$ cat config.mk
export PLATFORM = sky130hd
export DESIGN_NAME = uart_tx_fsm_ctrl_flat
export DESIGN_NICKNAME = d
export VERILOG_FILES = /design/src/rtl/uart_tx_fsm_ctrl_if.sv /design/src/rtl/uart_tx_fsm_ctrl.sv /design/src/flat_wrapper.sv
export SDC_FILE = /design/constraint.sdc
export NUM_CORES = 1
export LEC_CHECK = 0
export BUFFER_PORTS_ARGS = -buffer_cell sky130_fd_sc_hd__buf_4
export CAP_MARGIN = 10
export CORE_AREA = 2 2 39 41
export CTS_BUF_LIST = sky130_fd_sc_hd__clkbuf_4 sky130_fd_sc_hd__clkbuf_8
export DETAILED_ROUTE_END_ITERATION = 8
export DIE_AREA = 0 0 41 43
export MAX_ROUTING_LAYER = met4
export SETUP_SLACK_MARGIN = 0.1
export SYNTH_ARGS = -nofsm -noshare
export SYNTH_HDL_FRONTEND = slang
export SYNTH_SLANG_ARGS = --single-unit
$ cat constraint.sdc
create_clock -name CLK -period 1.8 [get_ports CLK]
set_input_delay 0.09 -clock CLK [delete_from_list [all_inputs] [get_ports CLK]]
set_output_delay 0.09 -clock CLK [all_outputs]
set_load 0.01 [all_outputs]
$ cat src/rtl/uart_tx_fsm_ctrl_if.sv
// Handshake/control bundle between the UART Tx frame sequencer and its
// requester / datapath. Sequencer side uses the slave modport.
interface uart_tx_fsm_ctrl_if #(
    parameter int DATA_WIDTH = 8
);
    localparam int IW = (DATA_WIDTH > 1) ? $clog2(DATA_WIDTH) : 1;

    logic          Data_Valid;
    logic          PAR_EN;
    logic          load_en;
    logic          ser_en;
    logic [IW-1:0] bit_idx;
    logic [1:0]    mux_sel;
    logic          busy;

    modport master (
        output Data_Valid, PAR_EN,
        input  load_en, ser_en, bit_idx, mux_sel, busy
    );

    modport slave (
        input  Data_Valid, PAR_EN,
        output load_en, ser_en, bit_idx, mux_sel, busy
    );
endinterface

$ cat src/rtl/uart_tx_fsm_ctrl.sv
// UART Tx frame sequencer: start, DATA_WIDTH data bits LSB first, optional
// parity, stop. One bit per CLK. Outputs other than load_en are registered
// alongside the state so they never depend on the current inputs.
module uart_tx_fsm_ctrl #(
    parameter int DATA_WIDTH = 8
) (
    input logic               CLK,
    input logic               RST,
    uart_tx_fsm_ctrl_if.slave bus
);
    localparam int IW = (DATA_WIDTH > 1) ? $clog2(DATA_WIDTH) : 1;
    localparam logic [IW-1:0] LAST_BIT = IW'(DATA_WIDTH - 1);

    localparam logic [1:0] MUX_START  = 2'b00;
    localparam logic [1:0] MUX_IDLE   = 2'b01;
    localparam logic [1:0] MUX_DATA   = 2'b10;
    localparam logic [1:0] MUX_PARITY = 2'b11;

    // 3-bit encoding leaves spare codes; those fall into the default arm.
    typedef enum logic [2:0] {
        IDLE   = 3'd0,
        START  = 3'd1,
        DATA   = 3'd2,
        PARITY = 3'd3,
        STOP   = 3'd4
    } state_t;

    state_t        r_state;
    logic [IW-1:0] r_bit_cnt;
    logic          r_par_en_q;
    logic [1:0]    r_mux_sel;
    logic          r_ser_en;
    logic          r_busy;
    logic          w_idle;

    assign w_idle = (r_state == IDLE);

    // Only input-to-output path: load strobe follows the request while idle.
    assign bus.load_en = bus.Data_Valid & w_idle;
    assign bus.ser_en  = r_ser_en;
    assign bus.bit_idx = r_bit_cnt;
    assign bus.mux_sel = r_mux_sel;
    assign bus.busy    = r_busy;

    // Frame sequencing; output registers are loaded with the value of the state being entered.
    always_ff @(posedge CLK) begin
        if (!RST) begin
            r_state    <= IDLE;
            r_bit_cnt  <= '0;
            r_par_en_q <= 1'b0;
            r_mux_sel  <= MUX_IDLE;
            r_ser_en   <= 1'b0;
            r_busy     <= 1'b0;
        end else begin
            case (r_state)
                IDLE: begin
                    if (bus.Data_Valid) begin
                        r_state    <= START;
                        r_par_en_q <= bus.PAR_EN;
                        r_mux_sel  <= MUX_START;
                        r_busy     <= 1'b1;
                    end
                end
                START: begin
                    r_state   <= DATA;
                    r_bit_cnt <= '0;
                    r_mux_sel <= MUX_DATA;
                    r_ser_en  <= 1'b1;
                end
                DATA: begin
                    if (r_bit_cnt == LAST_BIT) begin
                        r_bit_cnt <= '0;
                        r_ser_en  <= 1'b0;
                        if (r_par_en_q) begin
                            r_state   <= PARITY;
                            r_mux_sel <= MUX_PARITY;
                        end else begin
                            r_state   <= STOP;
                            r_mux_sel <= MUX_IDLE;
                        end
                    end else begin
                        r_bit_cnt <= r_bit_cnt + 1'b1;
                    end
                end
                PARITY: begin
                    r_state   <= STOP;
                    r_mux_sel <= MUX_IDLE;
                end
                STOP: begin
                    r_state <= IDLE;
                    r_busy  <= 1'b0;
                end
                default: begin
                    r_state   <= IDLE;
                    r_bit_cnt <= '0;
                    r_mux_sel <= MUX_IDLE;
                    r_ser_en  <= 1'b0;
                    r_busy    <= 1'b0;
                end
            endcase
        end
    end
endmodule

$ cat src/flat_wrapper.sv
// flat-port wrapper written by rule: the top's interface ports become plain ports
module uart_tx_fsm_ctrl_flat 
#(
    parameter int DATA_WIDTH = 8
)
  (CLK, RST, bus_Data_Valid, bus_PAR_EN, bus_load_en, bus_ser_en, bus_bit_idx, bus_mux_sel, bus_busy);
  uart_tx_fsm_ctrl_if #(.DATA_WIDTH(DATA_WIDTH)) bus_i ();
  input logic CLK;
  input logic RST;
  input wire logic [$bits(bus_i.Data_Valid)-1:0] bus_Data_Valid;
  input wire logic [$bits(bus_i.PAR_EN)-1:0] bus_PAR_EN;
  output wire logic [$bits(bus_i.load_en)-1:0] bus_load_en;
  output wire logic [$bits(bus_i.ser_en)-1:0] bus_ser_en;
  output wire logic [$bits(bus_i.bit_idx)-1:0] bus_bit_idx;
  output wire logic [$bits(bus_i.mux_sel)-1:0] bus_mux_sel;
  output wire logic [$bits(bus_i.busy)-1:0] bus_busy;
  assign bus_i.Data_Valid = bus_Data_Valid;
  assign bus_i.PAR_EN = bus_PAR_EN;
  assign bus_load_en = bus_i.load_en;
  assign bus_ser_en = bus_i.ser_en;
  assign bus_bit_idx = bus_i.bit_idx;
  assign bus_mux_sel = bus_i.mux_sel;
  assign bus_busy = bus_i.busy;
  uart_tx_fsm_ctrl #(.DATA_WIDTH(DATA_WIDTH)) u_core (.CLK(CLK), .RST(RST), .bus(bus_i));
endmodule
# After elaboration in Yosys (flattened, before gate mapping)
# Cells that the tools add are included.
# Widths: inputs -> output; s select.
[word_totals] regBits=11 input_bits=4 output_inout_bits=8 wordCells=40
[op_classes] addsub=1 eq_ne=7 mux=14 bitwise_logic=4 n_reduce_logical=8
[ops] op="$mux 3" n=4
[ops] op="$pmux 3 s4" n=1
[ops] op="$pmux 2 s4" n=1
[ops] op="$reduce_and 2->1" n=4
[ops] op="$eq 3x2->1 const B" n=2
[ops] op="$eq 3x3->1 const B" n=2
[ops] op="$mux 2" n=3
[ops] op="$pmux 3 s2" n=1
[ops] op="$reduce_or 3->1" n=2
[ops] op="$add 3x1->3 const B" n=1
[ops] op="$eq 3x1->1 const B" n=1
[ops] op="$logic_not 3->1" n=1
[ops] op="$not 1->1" n=3
[ops] op="$pmux 1 s3" n=1
[ops] op="$reduce_and 3->1" n=1
[ops] op="$mux 1" n=2
[ops] op="$ne 2x1->1 const B" n=1
[ops] op="$ne 2x2->1 const B" n=1
[ops] op="$pmux 1 s2" n=1
[ops] op="$and 1x1->1" n=1

# Longest topological paths before layout
# Gate-level depths: netlist (run 1).
[logic_depth] word_depth=4 mapped_depth=5

# Least setup slack after synthesis (run 1)
# Ideal clock, no wire load.
[synth_timing] kind="register to register" startpoint="reg u_core.r_bit_cnt[0] (netlist: u_core.bus.bit_idx[0])" endpoint="reg u_core.r_mux_sel[0] (netlist: u_core.bus.mux_sel[0])" setup_time_ns=0.122 t_arrival_ns=1.158 required_time_ns=1.678 slack_ns=0.520 stages_incl_launch_ff=6 period_less_slack_ns=1.280 cell_sequence="dfxtp_1 ha_1 ha_1 o21ai_0 nand3_1 o32a_1"
[synth_via] elab_chain_len=3
[synth_rtl] item="start, declared" line="uart_tx_fsm_ctrl.sv:29" text="logic [IW-1:0] r_bit_cnt;"
[synth_rtl] item="start signal, assigned" line="uart_tx_fsm_ctrl.sv:82" text="r_bit_cnt <= r_bit_cnt + 1'b1;"
[synth_rtl] item="$eq 3x3->1" line="uart_tx_fsm_ctrl.sv:71" text="if (r_bit_cnt == LAST_BIT) begin"
[synth_rtl] item="$ne 2x1->1 (no line)"
[synth_rtl] item="$reduce_and 3->1 (no line)"
[synth_rtl] item="end signal, assigned" line="uart_tx_fsm_ctrl.sv:67" text="r_mux_sel <= MUX_DATA;"
[synth_rtl] item="end signal, assigned" line="uart_tx_fsm_ctrl.sv:76" text="r_mux_sel <= MUX_PARITY;"
[synth_rtl] item="end signal, assigned" line="uart_tx_fsm_ctrl.sv:79" text="r_mux_sel <= MUX_IDLE;"
[synth_rtl] item="end, declared" line="uart_tx_fsm_ctrl.sv:31" text="logic [1:0] r_mux_sel;"
# Every way passes these cells.
# A chain may end at the register's enable or synchronous reset.

# Worst setup path in the final report (run 1)
[layout_timing] startpoint="reg u_core.r_state[1]" endpoint="out bus_load_en"
[layout_via] elab_chain_len=2
[layout_rtl] item="start, declared" line="uart_tx_fsm_ctrl.sv:28" text="state_t r_state;"
[layout_rtl] item="start signal, assigned" line="uart_tx_fsm_ctrl.sv:48" text="r_state <= IDLE;"
[layout_rtl] item="start signal, assigned" line="uart_tx_fsm_ctrl.sv:58" text="r_state <= START;"
[layout_rtl] item="start signal, assigned" line="uart_tx_fsm_ctrl.sv:65" text="r_state <= DATA;"
[layout_rtl] item="$logic_not 3->1" line="uart_tx_fsm_ctrl.sv:36" text="assign w_idle = (r_state == IDLE);"
[layout_rtl] item="$and 1x1->1" line="uart_tx_fsm_ctrl.sv:39" text="assign bus.load_en = bus.Data_Valid & w_idle;"
[layout_rtl] item="end, declared" line="flat_wrapper.sv:12" text="output wire logic [$bits(bus_i.load_en)-1:0] bus_load_en;"
# Every way passes these cells.

==> impl_metrics.xml, run 1 <==
<?xml version="1.0" encoding="UTF-8"?>
<metrics>
  <group name="status">
    <metric name="status" unit="">finished clean</metric>
  </group>
  <group name="die">
    <metric name="start_util" unit="%">40.5</metric>
    <metric name="core.rowCount" unit="">14</metric>
    <metric name="die_w" unit="microns">41</metric>
    <metric name="dieHeight" unit="microns">43</metric>
    <metric name="die-area" unit="sq um">1760</metric>
    <metric name="core_area" unit="sq um">1380</metric>
    <metric name="boundaryPins" unit="">12</metric>
  </group>
  <group name="clocking">
    <metric name="ctsRootBufferMaster" unit="">clkbuf_4</metric>
    <metric name="bufs_on_longest_clock_path" unit="">2</metric>
    <metric name="cts_post_setup_buffers_inserted" unit="">0</metric>
    <metric name="ctsHtreeMaxLevel" unit="">1</metric>
    <metric name="post_cts_resized" unit="">0</metric>
    <metric name="tritoncts.num_buffers" unit="">3</metric>
    <metric name="worstSkewPairLatency" unit="ns">0.27</metric>
    <metric name="clock_sink_count" unit="">11</metric>
    <metric name="clk_slew_on_worst_s_h_paths" unit="ns">0.07</metric>
    <metric name="tritoncts" unit="">built</metric>
    <metric name="cts_hold_buffers" unit="">0</metric>
  </group>
  <group name="logic_synthesis">
    <metric name="synth_seq_area_share" unit="%">39.3</metric>
    <metric name="yosys.area.top_type" unit="">dfxtp_1</metric>
    <metric name="synth_enable_flop_cells" unit="">0</metric>
    <metric name="synth_async_sr_flop_share" unit="%">0</metric>
    <metric name="yosysUniqueCellTypes" unit="">31</metric>
    <metric name="register_bit_total_from_synthesis" unit="">11</metric>
    <metric name="synthesis.yosys.warnings" unit="">0</metric>
    <metric name="synthesized_netlist_cell_count" unit="">58</metric>
    <metric name="syn_avg_cell_area" unit="sq um">9.66</metric>
    <metric name="syn_std_cell_area" unit="sq um">561</metric>
    <metric name="synth_ff_type" unit="">dfxtp_1</metric>
    <metric name="area_share_of_the_largest_cell_type_after_synthesis" unit="%">39.3</metric>
    <metric name="synth.net_count" unit="">64</metric>
    <metric name="post_synth_main_area_contributors" unit="">dfxtp_1 (39%), ha_1 (4.5%), nand2b_1 (4.5%), nand3_1 (4.5%), nor4b_4 (4.2%)</metric>
  </group>
  <group name="detailed_routing">
    <metric name="drcViolationCount" unit="">0</metric>
    <metric name="detailedRoute.firstIterationViolations" unit="">8</metric>
    <metric name="viasPerCell" unit="">5.24</metric>
    <metric name="postRouteWirelength" unit="microns">1070</metric>
    <metric name="detail_route.first_pass.iterations" unit="">2</metric>
    <metric name="via_count" unit="">456</metric>
    <metric name="detail_route.wl_per_cell" unit="microns">12.3</metric>
    <metric name="drt.antenna.violating_nets" unit="">0</metric>
  </group>
  <group name="timing">
    <metric name="finalHoldWorstSlack" unit="ns">0.0520</metric>
    <metric name="tightest_slew" unit="ns">0.493</metric>
    <metric name="finalCritPeriodShare" unit="%">80.8</metric>
    <metric name="period_needed" unit="ns">1.45</metric>
    <metric name="fin_skew" unit="ns">0.00105</metric>
    <metric name="rsz_0062_raised_after_global_routing" unit="">false</metric>
    <metric name="drv_slew" unit="">0</metric>
    <metric name="hold_violations" unit="">0</metric>
    <metric name="achievable-frequency" unit="MHz">687</metric>
    <metric name="slew_hr" unit="%">67.1</metric>
    <metric name="report.final.setup_viol" unit="">0</metric>
    <metric name="timing.setup.tns" unit="ns">0</metric>
  </group>
  <group name="worst_setup_path">
    <metric name="arrival_time_worst_endpoint" unit="ns">1.36</metric>
    <metric name="critPathRequiredTime" unit="ns">1.71</metric>
    <metric name="cp-start-kind" unit="">flip-flop</metric>
    <metric name="regToRegSetupSlack" unit="ns">0.47</metric>
    <metric name="worst_path_maximum_fanout" unit="">9</metric>
    <metric name="criticalPathCategory" unit="">flip-flop to primary output</metric>
    <metric name="worst_r2r_endpoint" unit="">u_core.bus.mux_sel[0]</metric>
    <metric name="r2r-start" unit="">u_core.bus.bit_idx[0]</metric>
    <metric name="worst-r2r-cell-count" unit="">5</metric>
    <metric name="cp-end-kind" unit="">primary output</metric>
  </group>
  <group name="power">
    <metric name="finalPower" unit="mW">0.564</metric>
    <metric name="leakagePower" unit="nW">0.285</metric>
    <metric name="combinationalPowerShare" unit="%">17.1</metric>
    <metric name="power.net_switching" unit="mW">0.147</metric>
    <metric name="power_density" unit="nW/um^2">833</metric>
    <metric name="p_int" unit="mW">0.417</metric>
    <metric name="power_frac_clock" unit="%">32.5</metric>
    <metric name="irDropWorstVdd" unit="V">0.000478</metric>
    <metric name="power.share.sequential" unit="%">50.4</metric>
    <metric name="p_sw_share" unit="%">26.0</metric>
  </group>
  <group name="finish">
    <metric name="nFillCells" unit="">135</metric>
    <metric name="nets" unit="">78</metric>
    <metric name="num_antenna_cells" unit="">0</metric>
    <metric name="final-instance-count-excl-fill" unit="">87</metric>
    <metric name="areaGrowthSynthToFinish" unit="%">20.8</metric>
    <metric name="drive_gt1_share" unit="%">32.4</metric>
    <metric name="finalInstanceArea" unit="sq um">677</metric>
  </group>
  <group name="grt">
    <metric name="first_global_vias" unit="">418</metric>
    <metric name="grtUsageTotal" unit="%">15.1</metric>
    <metric name="grt_pass1_wl" unit="microns">1740</metric>
    <metric name="initial_antenna_violation_count" unit="">0</metric>
    <metric name="maximum_number_of_pins_on_one_net_before_global_route_repair" unit="">14</metric>
    <metric name="globalRoute.totalOverflow" unit="">0</metric>
  </group>
  <group name="placed_design">
    <metric name="detailed_place.area" unit="sq um">647</metric>
    <metric name="portBuffers" unit="">11</metric>
    <metric name="dpl.cell_count" unit="">83</metric>
    <metric name="gp_routability_congestion" unit="">0.731</metric>
  </group>
  <group name="min_path">
    <metric name="terminating_pin_of_the_worst_hold_path" unit="">u_core.r_par_en_q</metric>
    <metric name="timing.hold.worst.class" unit="">input port to flip-flop</metric>
    <metric name="hold_path_depth" unit="">3</metric>
    <metric name="holdCritStartpoint" unit="">bus_PAR_EN</metric>
  </group>
  <group name="flow_run">
    <metric name="total_of_max_cap_violations" unit="">0</metric>
  </group>
</metrics>
[registers in the layout, indices dropped and copies added, names as in the netlist]
| signal | cells |
|---|---|
| u_core.r_state | 3 |
| u_core.bus.ser_en | 1 |
| u_core.bus.busy | 1 |
| u_core.bus.bit_idx | 3 |
| u_core.bus.mux_sel | 2 |
| u_core.r_par_en_q | 1 |
[metrics by stage]
stage          worst slack, ns  util (%)
6_report                 0.345      48.9
5_1_grt                  0.267      48.9
4_1_cts                  0.330      48.9
3_5_place_dp             0.462      46.7
3_3_place_gp             0.456      46.7
2_1_floorplan            0.520         -
[cell usage in the layout, fill, tap and decap left out, types with 2 or more instances in the layout]
master and n:
a31oi_1 2, nand3_1 5, a21boi_1 2, inv_2 2, nand2b_1 4, buf_4 12
dfxtp_1 11, and3_1 2, nor3b_1 2, ha_1 2, clkbuf_4 4, o21a_1 2
o21ai_0 4
[cells by family after synthesis]
group	Yosys count	share of synthesized area, %
simple gates	21	28.6
compound gates	18	21.4
flops	11	39.3
buf+inv	6	6.25
fa+ha+maj	2	4.46
[routing by layer]
| layer | up-vias | global-route usage [%] | wire, microns |
|---|---|---|---|
| li1 | 240 | - | - |
| met1 | 205 | 19.2 | 503 |
| met2 | 9 | 20.6 | 499 |
| met3 | 2 | 3.14 | 46 |
| met4 | 0 | 10.0 | 19 |
| met5 | - | - | 0 |
[power groups by stage]
stage	Combinational [mW]	Sequential [mW]	Clock (mW)
floorplan	0.0615	0.288	0
global placement	0.0967	0.290	0
detailed placement	0.0970	0.290	0
CTS	0.0974	0.284	0.190
finish	0.0963	0.284	0.183
global route	0.105	0.288	0.204
[cell type report]
cell class	instances	area (sq um)	area share (%)
sequential	11	220	32.5
inverter	3	11.3	1.66
clock buffer	4	30.0	4.44
tap	16	20.0	2.96
timing repair buffer	12	90.1	13.3
multi-input combinational	41	305	45.1
[worst max-delay path by stage]
stage,startpoint,to
after floorplan,u_core.bus.bit_idx[0],u_core.bus.mux_sel[0]
after global placement,u_core.bus.bit_idx[0],u_core.bus.mux_sel[0]
after detailed placement,u_core.bus.bit_idx[0],u_core.bus.mux_sel[0]
after CTS,u_core.r_state[1],bus_load_en
after global routing,u_core.r_state[1],bus_load_en
final,u_core.r_state[1],bus_load_en
[critical path, stage by stage, from the launching register on]
cell,delay (ns)
dfxtp_1,0.40
buf_4,0.20
nor4b_4,0.31
buf_4,0.19
[Yosys cell counts, types with 2 or more instances]
cell type / n
and3_1: 2
a31oi_1: 2
inv_2: 2
nand3_1: 5
a21boi_1: 2
nand2b_1: 4
o21ai_0: 4
o21a_1: 2
nor3b_1: 2
dfxtp_1: 11
ha_1: 2
Note: power is estimated with default switching activity, not from simulation.
==> inputs of run 2 (changes only) <==
--- a/config.mk
+++ b/config.mk
@@ -12,6 +12,7 @@
 export DETAILED_ROUTE_END_ITERATION = 8
 export DIE_AREA = 0 0 41 43
 export MAX_ROUTING_LAYER = met4
+export PLACE_DENSITY = 0.67
 export SETUP_SLACK_MARGIN = 0.1
 export SYNTH_ARGS = -nofsm -noshare
 export SYNTH_HDL_FRONTEND = slang
==> constraint.sdc (replaced) <==
create_clock -name CLK -period 1.2 [get_ports CLK]
set_input_delay 0.06 -clock CLK [delete_from_list [all_inputs] [get_ports CLK]]
set_output_delay 0.06 -clock CLK [all_outputs]
set_load 0.01 [all_outputs]
==> run 2 against run 1 <==
  * The flow now finishes with violations (negative setup slack)
  * Highest routed layer unchanged
  * Core utilization rose by 14 points
  * Final cell count rose by 14%
  * Clock skew rose by 0.0063 ns
  * Wire length rose by 31%
  * Via count rose by 14%
  * Critical path type unchanged
  * Total power rose by 62%
==> impl_metrics.xml, run 2 (synthesis gave the netlist of run 1 again) <==
<?xml version="1.0" encoding="UTF-8"?>
<metrics>
  <group name="status">
    <metric name="status" unit="">finished with violations</metric>
    <metric name="violations_in_the_final_reports" unit="">negative setup slack</metric>
  </group>
  <group name="grt">
    <metric name="initial_antenna_violation_count" unit="">0</metric>
    <metric name="globalRoute.totalOverflow" unit="">0</metric>
    <metric name="maximum_number_of_pins_on_one_net_before_global_route_repair" unit="">14</metric>
    <metric name="first_global_vias" unit="">475</metric>
    <metric name="grt_pass1_wl" unit="microns">2080</metric>
    <metric name="grtUsageTotal" unit="%">18.7</metric>
  </group>
  <group name="detailed_routing">
    <metric name="detailedRoute.firstIterationViolations" unit="">6</metric>
    <metric name="postRouteWirelength" unit="microns">1390</metric>
    <metric name="viasPerCell" unit="">5.27</metric>
    <metric name="detail_route.wl_per_cell" unit="microns">14.1</metric>
    <metric name="drcViolationCount" unit="">0</metric>
    <metric name="via_count" unit="">522</metric>
    <metric name="detail_route.first_pass.iterations" unit="">4</metric>
    <metric name="drt.antenna.violating_nets" unit="">0</metric>
  </group>
  <group name="placed_design">
    <metric name="detailed_place.area" unit="sq um">714</metric>
    <metric name="gp_routability_congestion" unit="">0.743</metric>
    <metric name="dp.final_hpwl" unit="microns">819</metric>
    <metric name="portBuffers" unit="">11</metric>
  </group>
  <group name="die">
    <metric name="die_w" unit="microns">41</metric>
    <metric name="start_util" unit="%">40.5</metric>
    <metric name="core_area" unit="sq um">1380</metric>
    <metric name="die-area" unit="sq um">1760</metric>
    <metric name="boundaryPins" unit="">12</metric>
    <metric name="core.rowCount" unit="">14</metric>
    <metric name="dieHeight" unit="microns">43</metric>
  </group>
  <group name="clocking">
    <metric name="tritoncts" unit="">built</metric>
    <metric name="clk_slew_on_worst_s_h_paths" unit="ns">0.07</metric>
    <metric name="tritoncts.num_buffers" unit="">3</metric>
    <metric name="ctsHtreeMaxLevel" unit="">1</metric>
    <metric name="ctsRootBufferMaster" unit="">clkbuf_4</metric>
    <metric name="bufs_on_longest_clock_path" unit="">2</metric>
    <metric name="clock_sink_count" unit="">11</metric>
    <metric name="worstSkewPairLatency" unit="ns">0.27</metric>
  </group>
  <group name="finish">
    <metric name="num_antenna_cells" unit="">0</metric>
    <metric name="layout_common_cells" unit="">buf_4 (20), dfxtp_1 (6), nand2b_1 (4), clkbuf_4 (4), buf_6 (4)</metric>
    <metric name="nets" unit="">90</metric>
    <metric name="finalInstanceArea" unit="sq um">871</metric>
    <metric name="areaGrowthSynthToFinish" unit="%">55.4</metric>
    <metric name="drive_gt1_share" unit="%">62.7</metric>
    <metric name="finalCoreUtilization" unit="%">62.9</metric>
    <metric name="final_common_cell" unit="">buf_4</metric>
  </group>
  <group name="worst_setup_path">
    <metric name="worst_path_maximum_fanout" unit="">2</metric>
    <metric name="critPathBufInv" unit="">2</metric>
    <metric name="cp-start-kind" unit="">flip-flop</metric>
    <metric name="cp-end-kind" unit="">primary output</metric>
    <metric name="r2r-start" unit="">u_core.r_state[1]</metric>
    <metric name="worst-r2r-cell-count" unit="">5</metric>
    <metric name="regToRegSetupSlack" unit="ns">-0.02</metric>
    <metric name="worst_r2r_endpoint" unit="">u_core.bus.mux_sel[1]</metric>
    <metric name="arrival_time_worst_endpoint" unit="ns">1.17</metric>
    <metric name="cell_at_the_slowest_stage_of_the_critical_path" unit="">dfxtp_2</metric>
    <metric name="worst_path_largest_cell_delay" unit="ns">0.33</metric>
    <metric name="criticalPathCategory" unit="">flip-flop to primary output</metric>
    <metric name="crit_path_cell_trace" unit="">buf_6 &gt; nor4b_4 &gt; buf_4</metric>
    <metric name="critical-path-top-delay-family" unit="">flip-flops</metric>
    <metric name="critPathRequiredTime" unit="ns">1.14</metric>
  </group>
  <group name="timing">
    <metric name="rsz_0062_raised_after_global_routing" unit="">true</metric>
    <metric name="hold_violations" unit="">0</metric>
    <metric name="layout_setup_ws" unit="ns">-0.0311</metric>
    <metric name="period_needed" unit="ns">1.23</metric>
    <metric name="finalCritPeriodShare" unit="%">103</metric>
    <metric name="slew_hr" unit="%">78.9</metric>
    <metric name="finalHoldWorstSlack" unit="ns">0.0274</metric>
    <metric name="achievable-frequency" unit="MHz">812</metric>
    <metric name="timing.setup.tns" unit="ns">-0.0515</metric>
    <metric name="report.final.setup_viol" unit="">2</metric>
    <metric name="fin_skew" unit="ns">0.00731</metric>
    <metric name="tightest_slew" unit="ns">0.317</metric>
    <metric name="drv_slew" unit="">0</metric>
  </group>
  <group name="min_path">
    <metric name="holdCritStartpoint" unit="">bus_PAR_EN</metric>
    <metric name="hold_path_depth" unit="">3</metric>
    <metric name="terminating_pin_of_the_worst_hold_path" unit="">u_core.r_par_en_q</metric>
    <metric name="timing.hold.worst.class" unit="">input port to flip-flop</metric>
  </group>
  <group name="power">
    <metric name="power_density" unit="nW/um^2">1050</metric>
    <metric name="leakagePower" unit="nW">0.361</metric>
    <metric name="finalPower" unit="mW">0.914</metric>
    <metric name="irDropWorstVdd" unit="V">0.000861</metric>
  </group>
  <group name="flow_run">
    <metric name="total_of_max_cap_violations" unit="">0</metric>
  </group>
</metrics>
[run 2: changes by cell type in the layout (fill, tap and decap cells not counted), sizes merged]
| cell | previous run | this run |
|---|---|---|
| buf | 12 | 24 |
[run 2: repair_timing]
action	4_1_cts	5_1_grt
setup buffers	7	1
pin swaps	6	10
resized for setup	10	13
endpoints found under the setup margin	9	12
hold buffers	0	0
cloned	0	0
[run 2: worst register-to-register path: cells and delay by family, from the launching register on]
| family | cells | cell delay (ns) |
|---|---|---|
| buffers and inverters | 2 | 0.25 |
| and+or+nand+nor | 1 | 0.16 |
| DFF | 1 | 0.33 |
| AOI/OAI and AO/OA | 2 | 0.37 |
[run 2: metrics by stage]
stage	setup WS [ns]	cells
after floorplan	0.0779	58
after global placement	0.0397	88
after detailed placement	0.0277	88
after CTS	-0.0310	99
after global routing	-0.0879	99
final	-0.0311	99
[run 2: worst max-delay path by stage]
stage,endpoint,from,cells past startpoint,slack [ns]
finish,bus_load_en,u_core.r_state[1],3,-0.03
global route,bus_load_en,u_core.r_state[1],3,-0.09
CTS,bus_load_en,u_core.r_state[2],3,-0.03
detailed placement,u_core.bus.mux_sel[0],u_core.bus.bit_idx[0],5,0.03
global placement,u_core.bus.mux_sel[0],u_core.bus.bit_idx[0],5,0.04
floorplan,u_core.bus.mux_sel[0],u_core.bus.bit_idx[0],5,0.08
[run 2: where the power goes]
group          total (mW)  leakage [nW]  switching, mW  internal (mW)
clock network       0.277        0.0184          0.126          0.151
logic               0.215         0.249         0.0901          0.125
registers           0.422        0.0934         0.0322          0.389
[run 2: cell type report]
class	instances	area, sq um
fill	119	513
multi-input combinational	41	378
sequential	11	234
timing repair buffer	24	195
clock buffer	4	30.0
tap	16	20.0
inverter	3	13.8
[run 2: routing by layer]
layer | GRT usage, % | vias up | part of all wire (%)
met3 | 9.42 | 2 | 4.6
li1 | - | 269 | -
met1 | 22.4 | 243 | 44
met2 | 26.6 | 8 | 51
met4 | 6.00 | 0 | 0.93
met5 | - | - | 0
